`src/rtl/io_keypad_pkg.sv`:
```
// Shared types and helpers for the 4x4 keypad scanner.
//   kp_state_t : scanner FSM states
//   COL_INIT   : column drive pattern after reset (column 0 low)
//   onehot_low : decodes a 4-bit active-low line group into {valid, index};
//                valid only when exactly one line is low
package io_keypad_pkg;

   typedef enum logic [1:0] {
      SCAN,
      PRESS_DB,
      HELD
   } kp_state_t;

   localparam logic [3:0] COL_INIT = 4'b1110;

   typedef struct packed {
      logic       valid;
      logic [1:0] idx;
   } onehot_t;

   function automatic onehot_t onehot_low(input logic [3:0] lines);
      onehot_t r;
      r.valid = 1'b1;
      r.idx   = 2'd0;
      case (lines)
         4'b1110: r.idx = 2'd0;
         4'b1101: r.idx = 2'd1;
         4'b1011: r.idx = 2'd2;
         4'b0111: r.idx = 2'd3;
         default: r.valid = 1'b0;
      endcase
      return r;
   endfunction

endpackage

```
`src/rtl/keypad_tick.sv`:
```
// Column dwell prescaler: counts 0..DIV-1 and wraps.
//   clk  : system clock
//   rst  : asynchronous active-low reset (counter to 0)
//   tick : high on the last cycle of every dwell (count == DIV-1)
module keypad_tick #(
   parameter int unsigned DIV = 1000
) (
   input  logic clk,
   input  logic rst,
   output logic tick
);

   localparam int unsigned W    = (DIV > 1) ? $clog2(DIV) : 1;
   localparam logic [W-1:0] LAST = W'(DIV - 1);

   logic [W-1:0] count;

   always_ff @(posedge clk or negedge rst) begin
      if (!rst) begin
         count <= '0;
      end else if (count == LAST) begin
         count <= '0;
      end else begin
         count <= count + W'(1);
      end
   end

   assign tick = (count == LAST);

endmodule

```
`src/rtl/io_keypad.sv`:
```
// 4x4 passive key matrix scanner/decoder with a one-deep valid/ready output.
//   clk         : system clock
//   rst         : asynchronous active-low reset
//   i_row       : row lines, active-low, asynchronous (2-flop synchronized)
//   o_col       : column drive, active-low, exactly one bit low
//   o_key       : row*4 + col of the buffered key, stable while o_key_valid
//   o_key_valid : buffered key available
//   i_key_ready : consumer takes o_key when high with o_key_valid
//   o_pressed   : a debounced key is currently held
//   o_overrun   : one-cycle pulse, press accepted while buffer full (dropped)
module io_keypad
   import io_keypad_pkg::*;
#(
   parameter int unsigned DIV      = 1000,
   parameter int unsigned DEBOUNCE = 4
) (
   input  logic       clk,
   input  logic       rst,
   input  logic [3:0] i_row,
   output logic [3:0] o_col,
   output logic [3:0] o_key,
   output logic       o_key_valid,
   input  logic       i_key_ready,
   output logic       o_pressed,
   output logic       o_overrun
);

   localparam logic [3:0] DB_LAST = 4'(DEBOUNCE);

   logic [3:0] row_meta, row_sync;
   logic       tick;

   kp_state_t  state, state_nxt;
   logic [3:0] col, col_nxt;
   logic [3:0] lat_row, lat_row_nxt;
   logic [3:0] code, code_nxt;
   logic [3:0] cnt, cnt_nxt;
   logic [3:0] cnt_inc;
   logic [3:0] col_rot;
   logic       accept;
   onehot_t    row_hit, col_hit;

   always_ff @(posedge clk or negedge rst) begin
      if (!rst) begin
         row_meta <= '1;
         row_sync <= '1;
      end else begin
         row_meta <= i_row;
         row_sync <= row_meta;
      end
   end

   keypad_tick #(.DIV(DIV)) u_tick (
      .clk  (clk),
      .rst  (rst),
      .tick (tick)
   );

   always_ff @(posedge clk or negedge rst) begin
      if (!rst) begin
         state   <= SCAN;
         col     <= COL_INIT;
         lat_row <= '1;
         code    <= '0;
         cnt     <= '0;
      end else begin
         state   <= state_nxt;
         col     <= col_nxt;
         lat_row <= lat_row_nxt;
         code    <= code_nxt;
         cnt     <= cnt_nxt;
      end
   end

   // cnt is shared: press-confirm count in PRESS_DB, release count in HELD.
   always_comb begin
      state_nxt   = state;
      col_nxt     = col;
      lat_row_nxt = lat_row;
      code_nxt    = code;
      cnt_nxt     = cnt;
      accept      = 1'b0;
      row_hit     = onehot_low(row_sync);
      col_hit     = onehot_low(col);
      cnt_inc     = cnt + 4'd1;
      col_rot     = {col[2:0], col[3]};

      if (tick) begin
         case (state)
            SCAN: begin
               if (row_hit.valid && col_hit.valid) begin
                  state_nxt   = PRESS_DB;
                  lat_row_nxt = row_sync;
                  code_nxt    = {row_hit.idx, col_hit.idx};
                  cnt_nxt     = 4'd1;
               end else begin
                  col_nxt = col_rot;
               end
            end
            PRESS_DB: begin
               if (row_sync == lat_row) begin
                  if (cnt_inc == DB_LAST) begin
                     accept    = 1'b1;
                     state_nxt = HELD;
                     cnt_nxt   = '0;
                  end else begin
                     cnt_nxt = cnt_inc;
                  end
               end else begin
                  state_nxt = SCAN;
                  col_nxt   = col_rot;
               end
            end
            HELD: begin
               // Only all-high counts toward release, so a second key is ignored.
               if (row_sync == 4'b1111) begin
                  if (cnt_inc == DB_LAST) begin
                     state_nxt = SCAN;
                     col_nxt   = col_rot;
                     cnt_nxt   = '0;
                  end else begin
                     cnt_nxt = cnt_inc;
                  end
               end else begin
                  cnt_nxt = '0;
               end
            end
            default: state_nxt = SCAN;
         endcase
      end
   end

   // A consume and a new accept in the same cycle reload the buffer.
   always_ff @(posedge clk or negedge rst) begin
      if (!rst) begin
         o_key       <= '0;
         o_key_valid <= 1'b0;
         o_overrun   <= 1'b0;
      end else begin
         o_overrun <= accept && o_key_valid && !i_key_ready;
         if (accept && (!o_key_valid || i_key_ready)) begin
            o_key       <= code;
            o_key_valid <= 1'b1;
         end else if (o_key_valid && i_key_ready) begin
            o_key_valid <= 1'b0;
         end
      end
   end

   assign o_col     = col;
   assign o_pressed = (state == HELD);

endmodule

```
`config.mk`:
```
export PLATFORM = sky130hd
export DESIGN_NAME = io_keypad
export DESIGN_NICKNAME = d
export VERILOG_FILES = /design/src/rtl/io_keypad_pkg.sv /design/src/rtl/keypad_tick.sv /design/src/rtl/io_keypad.sv
export SDC_FILE = /design/constraint.sdc
export NUM_CORES = 1
export LEC_CHECK = 0
export BUFFER_PORTS_ARGS = -buffer_cell sky130_fd_sc_hd__buf_4
export CAP_MARGIN = 30
export CORE_MARGIN = 10
export CORE_UTILIZATION = 38
export DETAILED_ROUTE_END_ITERATION = 7
export PLACE_DENSITY_LB_ADDON = 0.15
export REMOVE_ABC_BUFFERS = 1
export SYNTH_ARGS = -nofsm -noshare
export SYNTH_HDL_FRONTEND = slang
export SYNTH_HIERARCHICAL = 1
export SYNTH_SLANG_ARGS = --single-unit
```
`constraint.sdc`:
```
create_clock -name clk -period 2.1 [get_ports clk]
set_input_delay 0.315 -clock clk [delete_from_list [all_inputs] [get_ports clk]]
set_output_delay 0.315 -clock clk [all_outputs]
set_load 0.02 [all_outputs]
```
**Word level (Yosys, flattened, before mapping)**

Cells that the tools add are included.

- Word-level logic and storage cells: 78
- Input bits: 7
- Register bits after elaboration: 42

- Mux-type cells: 27
- Add/sub/neg operators: 2
- Reductions and logical operators: 17
- Equality and inequality tests: 21

Operator list:

| cell | count |
|---|---|
| two-way mux 4 bit | 8 |
| equality test 4 bit, second input constant | 7 |
| one-hot mux 4 bit (3 select lines) | 2 |
| one-hot mux 2 bit (3 select lines) | 3 |
| equality test 4 x 3 -> 1 bit, second input constant | 3 |
| adder 10 x 1 -> 10 bit, second input constant | 1 |
| equality test 10 bit, second input constant | 1 |
| two-way mux 10 bit | 1 |
| two-way mux 2 bit | 5 |
| two-way mux 1 bit | 8 |
| inequality test 2 bit, second input constant | 4 |
| OR reduction 4 bit | 2 |
| AND reduction 6 bit | 1 |
| logical AND 1 bit | 5 |
| AND reduction 5 bit | 1 |
| adder 4 x 1 -> 4 bit, second input constant | 1 |
| equality test 4 bit | 1 |
| inequality test 2 x 1 -> 1 bit, second input constant | 2 |
| AND reduction 4 bit | 1 |
| inequality test 3 bit, second input constant | 1 |
| AND reduction 3 bit | 1 |
| nonzero test 3 bit | 1 |
| equality test 2 x 1 -> 1 bit, second input constant | 1 |
| equality test 2 bit, second input constant | 1 |
| other kinds (4) | 5 |

**Logic depth before layout (Yosys ltp)**

Gate-level depths: netlist (run 1).

- Depth in word-level cells: 8
- Depth in mapped cells: 10

**Modules after synthesis**

The synthesis (run 1) kept the hierarchy.

Modules (own cells, without submodules):

| module | seq. area each (um2) | cells each | area each (um2) | instances |
|---|---|---|---|---|
| io_keypad | 819.5 | 126 | 1596.5 | 1 |
| keypad_tick | 250.2 | 43 | 483.0 | 1 |

**Worst setup path after synthesis (run 1)**

No wires, ideal clock.

- Path type: reg2reg
- Start: reg u_tick.count[0]
- End: reg o_key[1]
- Setup time: 125 ps
- Path slack: -125 ps
- Cell stages (with the launch flop): 10
- Arrival: 2100 ps
- Required time: 1975 ps
- Cells stage by stage: dfrtp_1 -> ha_1 -> nand3_1 -> nor3_2 -> and3_1 -> buf_2 -> clkbuf_1 -> nand2_1 -> nor3_2 -> mux2_2

- Word-level cells in the longest chain between the ends: 3

RTL lines:

| what | RTL line | text |
|---|---|---|
| from (decl) | keypad_tick.sv:16 | `logic [W-1:0] count;` |
| from (signal assigned) | keypad_tick.sv:24 | `count <= count + W'(1);` |
| equality test 10 bit | keypad_tick.sv:28 | `assign tick = (count == LAST);` |
| net tick | io_keypad.sv:31 | `logic tick;` |
| two-way mux 1 bit | io_keypad.sv:88 | `if (tick) begin` |
| logical AND 1 bit | io_keypad.sv:141 | `if (accept && (!o_key_valid \|\| i_key_ready)) begin` |
| to (signal assigned) | io_keypad.sv:142 | `o_key <= code;` |
| to (decl) | io_keypad.sv:21 | `output logic [3:0] o_key,` |

The timed path passes the listed nets, and every way through them passes these cells.
A chain may end at the register's enable or synchronous reset.

**Worst setup path in the final report (run 1)**

- Start: reg cnt[0]
- End: reg col[0] (netlist: o_col[0])

- Word-level cells in the longest chain between the ends: 4

RTL lines:

| what | RTL line | text |
|---|---|---|
| from (decl) | io_keypad.sv:37 | `logic [3:0] cnt, cnt_nxt;` |
| from (signal assigned) | io_keypad.sv:71 | `cnt <= cnt_nxt;` |
| adder 4 x 1 -> 4 bit | io_keypad.sv:85 | `cnt_inc = cnt + 4'd1;` |
| equality test 4 x 3 -> 1 bit | io_keypad.sv:117 | `if (cnt_inc == DB_LAST) begin` |
| inequality test 2 x 1 -> 1 bit (no source line) | - |  |
| AND reduction 6 bit (no source line) | - |  |
| to (signal assigned) | io_keypad.sv:68 | `col <= col_nxt;` |
| to (decl) | io_keypad.sv:34 | `logic [3:0] col, col_nxt;` |

Every way passes these cells.

==> flow_metrics.env, run 1 <==
export IMPL_total_power_mw=1.403
export IMPL_hold_path_class="in2async"
export IMPL_root_buffer="clkbuf_8"
export IMPL_ioPinCount=18
export IMPL_status="completed"
export IMPL_fmax_ghz=0.4802
export IMPL_switching_power_mw=0.2943
export IMPL_place_congestion=0.8186
export IMPL_maxSlewHeadroom=0.6577
export IMPL_leakage_nw=1.188
export IMPL_diodes=0
export IMPL_num_vias=1402
export IMPL_place_ws_ns=-0.02083
export IMPL_synth_cells=169
export IMPL_end_kind="flop"
export IMPL_start_util=0.3995
export IMPL_rows=26
export IMPL_intPower_mw=1.109
export IMPL_yosys_area_top_type_share=0.3249
export IMPL_dp_cells=264
export IMPL_pwr_share_seq=0.594
export IMPL_synth_flop_cell="dfrtp_1"
export IMPL_antenna_found_initial=0
export IMPL_synth_area_per_cell_sq_um=12.30
export IMPL_synth_area_leaders="dfrtp_1 32%, dfstp_2 19%, mux2_2 4.9%, xor2_1 4.6%, mux2_1 4.3%"
export IMPL_cp_start_kind="flop"
export IMPL_cts_sinks=42
export IMPL_dieHeight_microns=93.98
export IMPL_post_synth_num_cell_types=49
export IMPL_coreArea_sq_um=5205
export IMPL_fillerInstances=493
export IMPL_grt_max_degree=43
export IMPL_async_reset_ff_frac=1.000
export IMPL_die_area_sq_um=8831
export IMPL_fin_worst_skew_ns=0.008270
export IMPL_drtPass1Iterations=4
export IMPL_cp_required_ns=2.27
export IMPL_track_usage=0.09240
export IMPL_nets=226
export IMPL_numPortBuffers=17
export IMPL_tritoncts="yes"
export IMPL_grt_ovfl_total=0
export IMPL_netlist_area_sq_um=2079
export IMPL_p_comb_frac=0.029
export IMPL_htreeDepth=2
export IMPL_finalSetupViolCount=0
export IMPL_p_clk_frac=0.377
export IMPL_slew_violations=0
export IMPL_clock_path_buffers=2
export IMPL_grt_pass1_vias=1359
export IMPL_max_cap_viol_count=0
export IMPL_yosysTopAreaCell="dfrtp_1"
export IMPL_fin_ws_ns=0.01775
export IMPL_worst_pin_slew_ns=0.5135
export IMPL_worstSetupPathType="reg2reg"
export IMPL_ir_worst_vdd_mv=0.3733
export IMPL_clkSlewWorstSetupHoldPaths_ns=0.08
export IMPL_cts_made_buffers=5
export IMPL_layout_cells_non_filler=283
export IMPL_final_util=0.5058
export IMPL_place_hpwl_microns=2913
export IMPL_dieWidth_microns=93.98
export IMPL_wl_microns=4083
export IMPL_critPathArrivalTime_ns=2.26
export IMPL_grt_first_pass_wirelength_microns=6624
export IMPL_finalCritPeriodShare=0.9915
export IMPL_yosysWarnings=6
export IMPL_stdcell_area_sq_um=2633
export IMPL_synth_seq_cells=42
export IMPL_rsz0062_at_grt="true"
export IMPL_clock_latency_ns=0.29
export IMPL_area_growth_pct=26.59
export IMPL_fin_crit_ns=2.082
export IMPL_route_detailed_drc=0
export IMPL_layout_common_cells="38 x buf_4, 27 x dfrtp_1, 15 x dfstp_2, 11 x xor2_1, 9 x mux2_2"
export IMPL_hold_violations=0
export IMPL_p_per_area_nw_per_um2=533.0
export IMPL_drt_iter0_markers=50
export IMPL_synth_edf_count=0
export IMPL_viasPerCell=4.954
export IMPL_final_common_cell="buf_4"
export IMPL_wire_per_inst_microns=14.43
export IMPL_postPlaceCellArea_sq_um=2379
export IMPL_ys_seq_area_frac=0.5144
export IMPL_cp_max_fo=5
export IMPL_swShare=0.2097
export IMPL_ant_nets=0
export IMPL_drive_gt1_frac=0.4554
-- power by group through the flow --
stage	clock network (mW)	registers, mW	logic [mW]
finish	0.529	0.833	0.0411
global route	0.584	0.834	0.0471
CTS	0.551	0.834	0.0375
detailed placement	0	0.848	0.0374
global placement	0	0.848	0.0362
floorplan	0	0.845	0.0111
-- synth_stat cells (all sizes together) (2+ instances only) --
master  number
xnor2        3
nand3        8
and4         2
nor2b        5
a21oi        4
nand2        7
nand4        2
nor2         7
ha           7
or2          2
and3         8
dfstp       15
xor2        11
buf          4
dfrtp       27
mux2        17
o21a         2
nand4b       2
nor3         2
o211ai       2
a31oi        3
nand2b       3
and2         2
inv          6
-- flip-flops by register name, indices dropped and copies added (netlist names) --
| signal | cells |
|---|---|
| lat_row | 4 |
| row_meta | 4 |
| row_sync | 4 |
| code | 4 |
| o_col | 4 |
| o_key | 4 |
| cnt | 4 |
| o_key_valid | 1 |
| o_overrun | 1 |
| u_tick/count | 10 |
| state | 2 |
-- per-stage QoR --
stage                     setup TNS, ns  hold slack [ns]
after CTS                      -0.03236          0.01400
after detailed placement       -0.03681           0.3288
after global routing            -0.2150          0.03437
after floorplan               -0.004510          0.01941
after global placement                0           0.3199
final                                 0         0.001718
-- per-layer routing --
metal / track usage / wire [microns] / vias to the layer above
met2: 0.1463 / 1937 / 20
li1: - / - / 690
met1: 0.1183 / 1948 / 688
met4: 0.02658 / 43 / 0
met5: 0 / 0 / -
met3: 0.02798 / 153 / 4
-- what timing repair did --
item / CTS / global route
pin swaps: 2 / 11
buffers inserted: 1 / 10
hold endpoints to repair: 0 / 0
endpoints found under the setup margin: 9 / 14
hold buffers: 0 / 0
resized for setup: 0 / 20
-- worst max-delay path, cell delays in order (launching register included) --
cell	delay, ns
dfrtp_1	0.38
buf_6	0.13
ha_4	0.13
nand4_1	0.13
or3_1	0.39
o311a_1	0.16
a211o_4	0.35
mux2_4	0.30
-- layout make-up --
type | instances | area (sq um) | area share
Sequential cell | 42 | 1070 | 0.4064
Multi-Input combinational cell | 116 | 1035 | 0.3931
Clock buffer | 8 | 90.09 | 0.03422
Timing Repair Buffer | 41 | 327.8 | 0.1245
Tap cell | 70 | 87.58 | 0.03327
Inverter | 6 | 22.52 | 0.008555
-- final timing paths --
check,from,to,slack (ns),cells after the start
max,cnt[0],o_col[0],0.02,7
min,rst,u_tick/count[5],0.002,1
max reg2reg,cnt[0],o_col[0],0.02,7
min reg2reg,row_meta[0],row_sync[0],0.36,0
max in group asynchronous,rst,row_meta[2],1.73,1
min in group clk,i_row[3],row_meta[3],0.13,1
-- cells by family (layout without fill, tap and decap cells) --
logic type | after synthesis | after routing | synth area share
adders and majority gates | 7 | 7 | 0.04212
AOI/OAI and AO/OA | 23 | 23 | 0.1023
muxes | 17 | 17 | 0.09206
xor gates and xnor gates | 14 | 14 | 0.05897
DFF | 42 | 42 | 0.5144
buffers and inverters | 11 | 55 | 0.02346
and+or+nand+nor | 55 | 55 | 0.1667
(Power assumes the default switching activity.)
==> inputs of run 2 (changes only) <==
--- a/config.mk
+++ b/config.mk
@@ -8,9 +8,8 @@
 export BUFFER_PORTS_ARGS = -buffer_cell sky130_fd_sc_hd__buf_4
 export CAP_MARGIN = 30
 export CORE_MARGIN = 10
-export CORE_UTILIZATION = 38
+export CORE_UTILIZATION = 40
 export DETAILED_ROUTE_END_ITERATION = 7
-export PLACE_DENSITY_LB_ADDON = 0.15
 export REMOVE_ABC_BUFFERS = 1
 export SYNTH_ARGS = -nofsm -noshare
 export SYNTH_HDL_FRONTEND = slang
==> run 2 against run 1 <==
Clock-buffer cell count is 3 lower. Power is 0.68% higher. Worst setup slack worse by 0.0065 ns. Sequential power hardly changed. Register-to-register slack about the same. Fmax down 0.31%. Sequential share of layout area is 1.1 points lower. Largest power group unchanged. Critical path type unchanged. Clock power increased by 0.9%. Wire length fell by 1.9%. Die area shrank 4.0%. Core utilization up 2.7 points.
==> flow_metrics.env, run 2 (synthesis results as in run 1) <==
export IMPL_drive_gt1_frac=0.4977
export IMPL_coreArea_sq_um=5075
export IMPL_leakage_nw=1.215
export IMPL_finalCritPeriodShare=0.9946
export IMPL_fin_crit_ns=2.089
export IMPL_end_kind="flop"
export IMPL_tritoncts="yes"
export IMPL_viasPerCell=5.136
export IMPL_dieHeight_microns=92.10
export IMPL_ioPinCount=18
export IMPL_ant_nets=0
export IMPL_grt_first_pass_wirelength_microns=6775
export IMPL_p_per_area_nw_per_um2=522.8
export IMPL_slowest_delay_ns=0.40
export IMPL_drt_iter0_markers=70
export IMPL_fmax_ghz=0.4788
export IMPL_area_growth_pct=29.96
export IMPL_pwr_share_seq=0.590
export IMPL_finalSetupViolCount=0
export IMPL_p_comb_frac=0.032
export IMPL_place_congestion=0.8184
export IMPL_status="completed"
export IMPL_slowest_stage="dfrtp_1"
export IMPL_dieWidth_microns=92.10
export IMPL_nets=230
export IMPL_hold_violations=0
export IMPL_worst_pin_slew_ns=0.5162
export IMPL_slew_violations=0
export IMPL_cp_max_fo=4
export IMPL_holdPathStages=1
export IMPL_cts_sinks=42
export IMPL_htreeDepth=2
export IMPL_diodes=0
export IMPL_clock_latency_ns=0.30
export IMPL_grt_pass1_vias=1487
export IMPL_intPower_mw=1.085
export IMPL_num_vias=1474
export IMPL_fin_worst_skew_ns=0.005348
export IMPL_track_usage=0.09600
export IMPL_cp_required_ns=2.29
export IMPL_switching_power_mw=0.3282
export IMPL_rows=26
export IMPL_grt_ovfl_total=0
export IMPL_layout_common_cells="41 x buf_4, 27 x dfrtp_1, 15 x dfstp_2, 10 x xor2_1, 8 x mux2_2"
export IMPL_max_cap_viol_count=0
export IMPL_clkSlewWorstSetupHoldPaths_ns=0.08
export IMPL_swShare=0.2323
export IMPL_drtPass1Iterations=4
export IMPL_hold_path_class="in2reg"
export IMPL_wl_microns=4006
export IMPL_largest_reg_flops=10
export IMPL_final_util=0.5325
export IMPL_maxSlewHeadroom=0.6559
export IMPL_cp_start_kind="flop"
export IMPL_cts_made_buffers=5
export IMPL_rsz0062_at_grt="true"
export IMPL_max_flop_register="u_tick/count"
export IMPL_numPortBuffers=17
export IMPL_worstPathCellList="ha_2, nand2b_4, o21a_1, o311a_1, a211o_4, mux2_4"
export IMPL_reg2regPathDepth=6
export IMPL_antenna_found_initial=0
export IMPL_clock_path_buffers=2
export IMPL_worstSetupPathType="reg2reg"
export IMPL_root_buffer="clkbuf_8"
export IMPL_grt_max_degree=43
export IMPL_die_area_sq_um=8482
export IMPL_p_clk_frac=0.378
export IMPL_start_util=0.4098
export IMPL_route_detailed_drc=0
export IMPL_critPathArrivalTime_ns=2.28
export IMPL_ir_worst_vdd_mv=0.4195
export IMPL_place_hpwl_microns=2818
export IMPL_final_common_cell="buf_4"
export IMPL_whs_ns=0.1182
export IMPL_wire_per_inst_microns=13.96
-- run 2: cell type report --
cell class	count	area, sq um
fill	453	2372
sequential	42	1070
multi-input combinational	116	1070
timing repair buffer	45	360.3
tap	70	87.58
clock buffer	5	68.82
clock inverter	3	23.77
inverter	6	22.52
-- run 2: metal layers --
layer	share of wire	routed length, microns	global-route usage	up-vias
met5	0	0	0	-
li1	-	-	-	702
met2	0.51	2055	0.1688	22
met4	0.015	61	0.04113	0
met3	0.030	119	0.02608	7
met1	0.44	1768	0.1061	743
-- run 2: final timing paths --
kind | from | end | slack [ns]
worst min register to register | row_meta[0] | row_sync[0] | 0.36
worst min-delay path | i_row[3] | row_meta[3] | 0.12
max in group asynchronous | rst | o_col[2] | 1.20
worst max-delay path | cnt[0] | o_col[0] | 0.01
min in group asynchronous | rst | state[0] | 0.53
worst max register to register | cnt[0] | o_col[0] | 0.01
-- run 2: stage by stage --
stage          instance area [sq um]  instances  setup WS (ns)    TNS, ns  total power, mW
2_1_floorplan                   2053        164      -0.004510  -0.004510           0.8566
3_3_place_gp                    2379        264       0.006783          0           0.8829
3_5_place_dp                    2379        264       -0.06089    -0.2419           0.8845
4_1_cts                         2515        276        0.01004          0            1.434
5_1_grt                         2703        287       -0.05249    -0.1838            1.478
6_report                        2703        287        0.01124          0            1.413
-- run 2: power groups by stage --
stage / clock [mW] / combinational (mW) / sequential, mW
2_1_floorplan: 0 / 0.0111 / 0.845
3_3_place_gp: 0 / 0.0357 / 0.847
3_5_place_dp: 0 / 0.0366 / 0.848
4_1_cts: 0.562 / 0.0392 / 0.833
5_1_grt: 0.592 / 0.0518 / 0.834
6_report: 0.534 / 0.0459 / 0.833
-- run 2: worst max-delay path: cells and delay by family (launching register included) --
kind	cells	cell delay, ns
fa+ha+maj	1	0.20
flops	1	0.40
compound gates	3	0.90
mux	1	0.31
simple gates	1	0.15
-- run 2: timing repair --
action | 4_1_cts | 5_1_grt
resized for setup | 3 | 23
hold buffers | 1 | 0
setup buffers | 3 | 11
endpoints found under the hold margin | 11 | 0
setup endpoints to repair | 12 | 13
pin swaps | 6 | 4
==> inputs of run 3 (changes only) <==
--- a/config.mk
+++ b/config.mk
@@ -10,6 +10,7 @@
 export CORE_MARGIN = 10
 export CORE_UTILIZATION = 40
 export DETAILED_ROUTE_END_ITERATION = 7
+export RECOVER_POWER = 50
 export REMOVE_ABC_BUFFERS = 1
 export SYNTH_ARGS = -nofsm -noshare
 export SYNTH_HDL_FRONTEND = slang
==> run 3 against run 2 <==
Clock skew unchanged. Clock power about the same. Critical endpoint unchanged. Sequential power about the same. First-iteration DRC count unchanged. Register-to-register slack about the same. Non-clock buffer count unchanged. Critical path depth unchanged. Critical path type unchanged.
==> flow_metrics.env, run 3 (synthesis results as in run 1) <==
export IMPL_die_area_sq_um=8482
export IMPL_drt_iter0_markers=70
export IMPL_fmax_ghz=0.4788
export IMPL_wl_microns=4002
export IMPL_dp_cells=264
export IMPL_cts_made_buffers=5
export IMPL_clock_latency_ns=0.30
export IMPL_multi_input_area_sq_um=1070
export IMPL_drive_gt1_frac=0.4977
export IMPL_status="completed"
export IMPL_rows=26
export IMPL_worstPathCellList="ha_2, nand2b_4, o21a_1, o311a_1, a211o_4, mux2_4"
export IMPL_r2r_slack_ns=0.01
export IMPL_p_per_area_nw_per_um2=522.9
export IMPL_end_kind="flop"
export IMPL_dieWidth_microns=92.10
export IMPL_num_vias=1474
export IMPL_grt_first_pass_wirelength_microns=6775
export IMPL_clock_path_buffers=2
export IMPL_route_detailed_drc=0
export IMPL_start_util=0.4098
export IMPL_cp_required_ns=2.29
export IMPL_reg2regPathDepth=6
export IMPL_wire_per_inst_microns=13.94
export IMPL_viasPerCell=5.136
export IMPL_finalCritPeriodShare=0.9946
export IMPL_finalSetupViolCount=0
export IMPL_coreArea_sq_um=5075
export IMPL_diodes=0
export IMPL_max_flop_register="u_tick/count"
export IMPL_root_buffer="clkbuf_8"
export IMPL_max_cap_viol_count=0
export IMPL_track_usage=0.09600
export IMPL_ioPinCount=18
export IMPL_seq_area_sq_um=1070
export IMPL_ir_worst_vdd_mv=0.4185
export IMPL_cp_start_kind="flop"
export IMPL_area_growth_pct=29.84
export IMPL_cp_num_buf_inv=0
export IMPL_worstSetupPathType="reg2reg"
export IMPL_rr_startpoint="cnt[0]"
export IMPL_cts_sinks=42
export IMPL_htreeDepth=2
export IMPL_slowest_stage="dfrtp_1"
export IMPL_worst_r2r_endpoint="o_col[0]"
export IMPL_layout_common_cells="36 x buf_4, 27 x dfrtp_1, 15 x dfstp_2, 10 x xor2_1, 8 x mux2_2"
export IMPL_nets=230
export IMPL_clkSlewWorstSetupHoldPaths_ns=0.08
export IMPL_dieHeight_microns=92.10
export IMPL_drtPass1Iterations=4
export IMPL_largest_reg_flops=10
export IMPL_hold_path_class="in2reg"
export IMPL_slew_violations=0
export IMPL_antenna_found_initial=0
export IMPL_fin_ws_ns=0.01124
export IMPL_ant_nets=0
export IMPL_leakage_nw=1.214
export IMPL_place_hpwl_microns=2818
export IMPL_grt_pass1_vias=1487
export IMPL_fillerInstances=453
export IMPL_fin_crit_ns=2.089
export IMPL_grt_ovfl_total=0
export IMPL_worst_pin_slew_ns=1.014
export IMPL_grt_max_degree=43
export IMPL_critPathLaunch="cnt[0]"
export IMPL_layout_cells_non_filler=287
export IMPL_numPortBuffers=17
export IMPL_worst_path_stages=6
export IMPL_tritoncts="yes"
export IMPL_fin_worst_skew_ns=0.005348
export IMPL_place_ws_ns=-0.06089
export IMPL_final_common_cell="buf_4"
export IMPL_rsz0062_at_grt="true"
export IMPL_crit_end="o_col[0]"
export IMPL_place_congestion=0.8184
export IMPL_hold_violations=0
export IMPL_critPathArrivalTime_ns=2.28
export IMPL_slowest_delay_ns=0.40
export IMPL_cp_max_fo=4
export IMPL_critPathTopFamily="compound AO/OA/AOI/OAI gates"
export IMPL_maxSlewHeadroom=0.3237
[run 3: cell count changes in the layout (fill, tap and decap cells not counted), sizes merged]
| cell | change |
|---|---|
| buf | -5 |
| clkbuf | +5 |
[run 3: cell type report]
class,count,area share
inverters,6,0.008341
flip-flops and latches,42,0.3962
well taps,70,0.03244
clock buffers,5,0.02549
repair buffers,45,0.1325
clock inverters,3,0.008804
multi-input cells,116,0.3962
[run 3: power breakdown]
part	internal (mW)	switching (mW)	total, mW
logic	0.0197	0.0251	0.0448
clock network	0.241	0.293	0.534
registers	0.823	0.00979	0.833
[run 3: worst min-delay path by stage]
stage                     slack, ns  cells after the start      from               to
after global placement         0.32                      1       rst  u_tick/count[0]
final                          0.12                      1  i_row[3]      row_meta[3]
after CTS                      0.10                      1  i_row[2]      row_meta[2]
after global routing           0.10                      1  i_row[2]      row_meta[2]
after floorplan                0.02                      0       rst           cnt[0]
after detailed placement       0.33                      1       rst  u_tick/count[1]
[run 3: metrics by stage]
stage	util	instance area, sq um	hold WS [ns]	power [mW]	setup TNS [ns]
6_report	0.5321	2700	0.1189	1.412	0
5_1_grt	0.5321	2700	0.1041	1.476	-0.1838
4_1_cts	0.4956	2515	0.1037	1.434	0
3_5_place_dp	0.4687	2379	0.3261	0.8845	-0.2419
3_3_place_gp	0.4687	2379	0.3179	0.8829	0
2_1_floorplan	-	2053	0.01941	0.8566	-0.004510
[run 3: routing by layer]
metal,vias up,GRT usage,routed length (microns)
met5,-,0,0
met4,0,0.04113,61
met3,7,0.02608,119
met2,22,0.1688,2053
met1,743,0.1061,1768
li1,702,-,-
[run 3: worst reg2reg max path, delay by kind of cell, from the launching register on]
kind                     cells  cell delay, ns
AO/OA/AOI/OAI                3            0.90
adder cells (fa/ha/maj)      1            0.20
flip-flops                   1            0.40
multiplexers                 1            0.31
AND/OR/NAND/NOR              1            0.16
[run 3: repair_timing]
action,CTS,global route
hold buffers,1,0
gates resized for setup,3,23
hold endpoints to repair,11,0
gates cloned,0,0
setup buffers,3,11
pin swaps,6,4
setup endpoints to repair,12,13
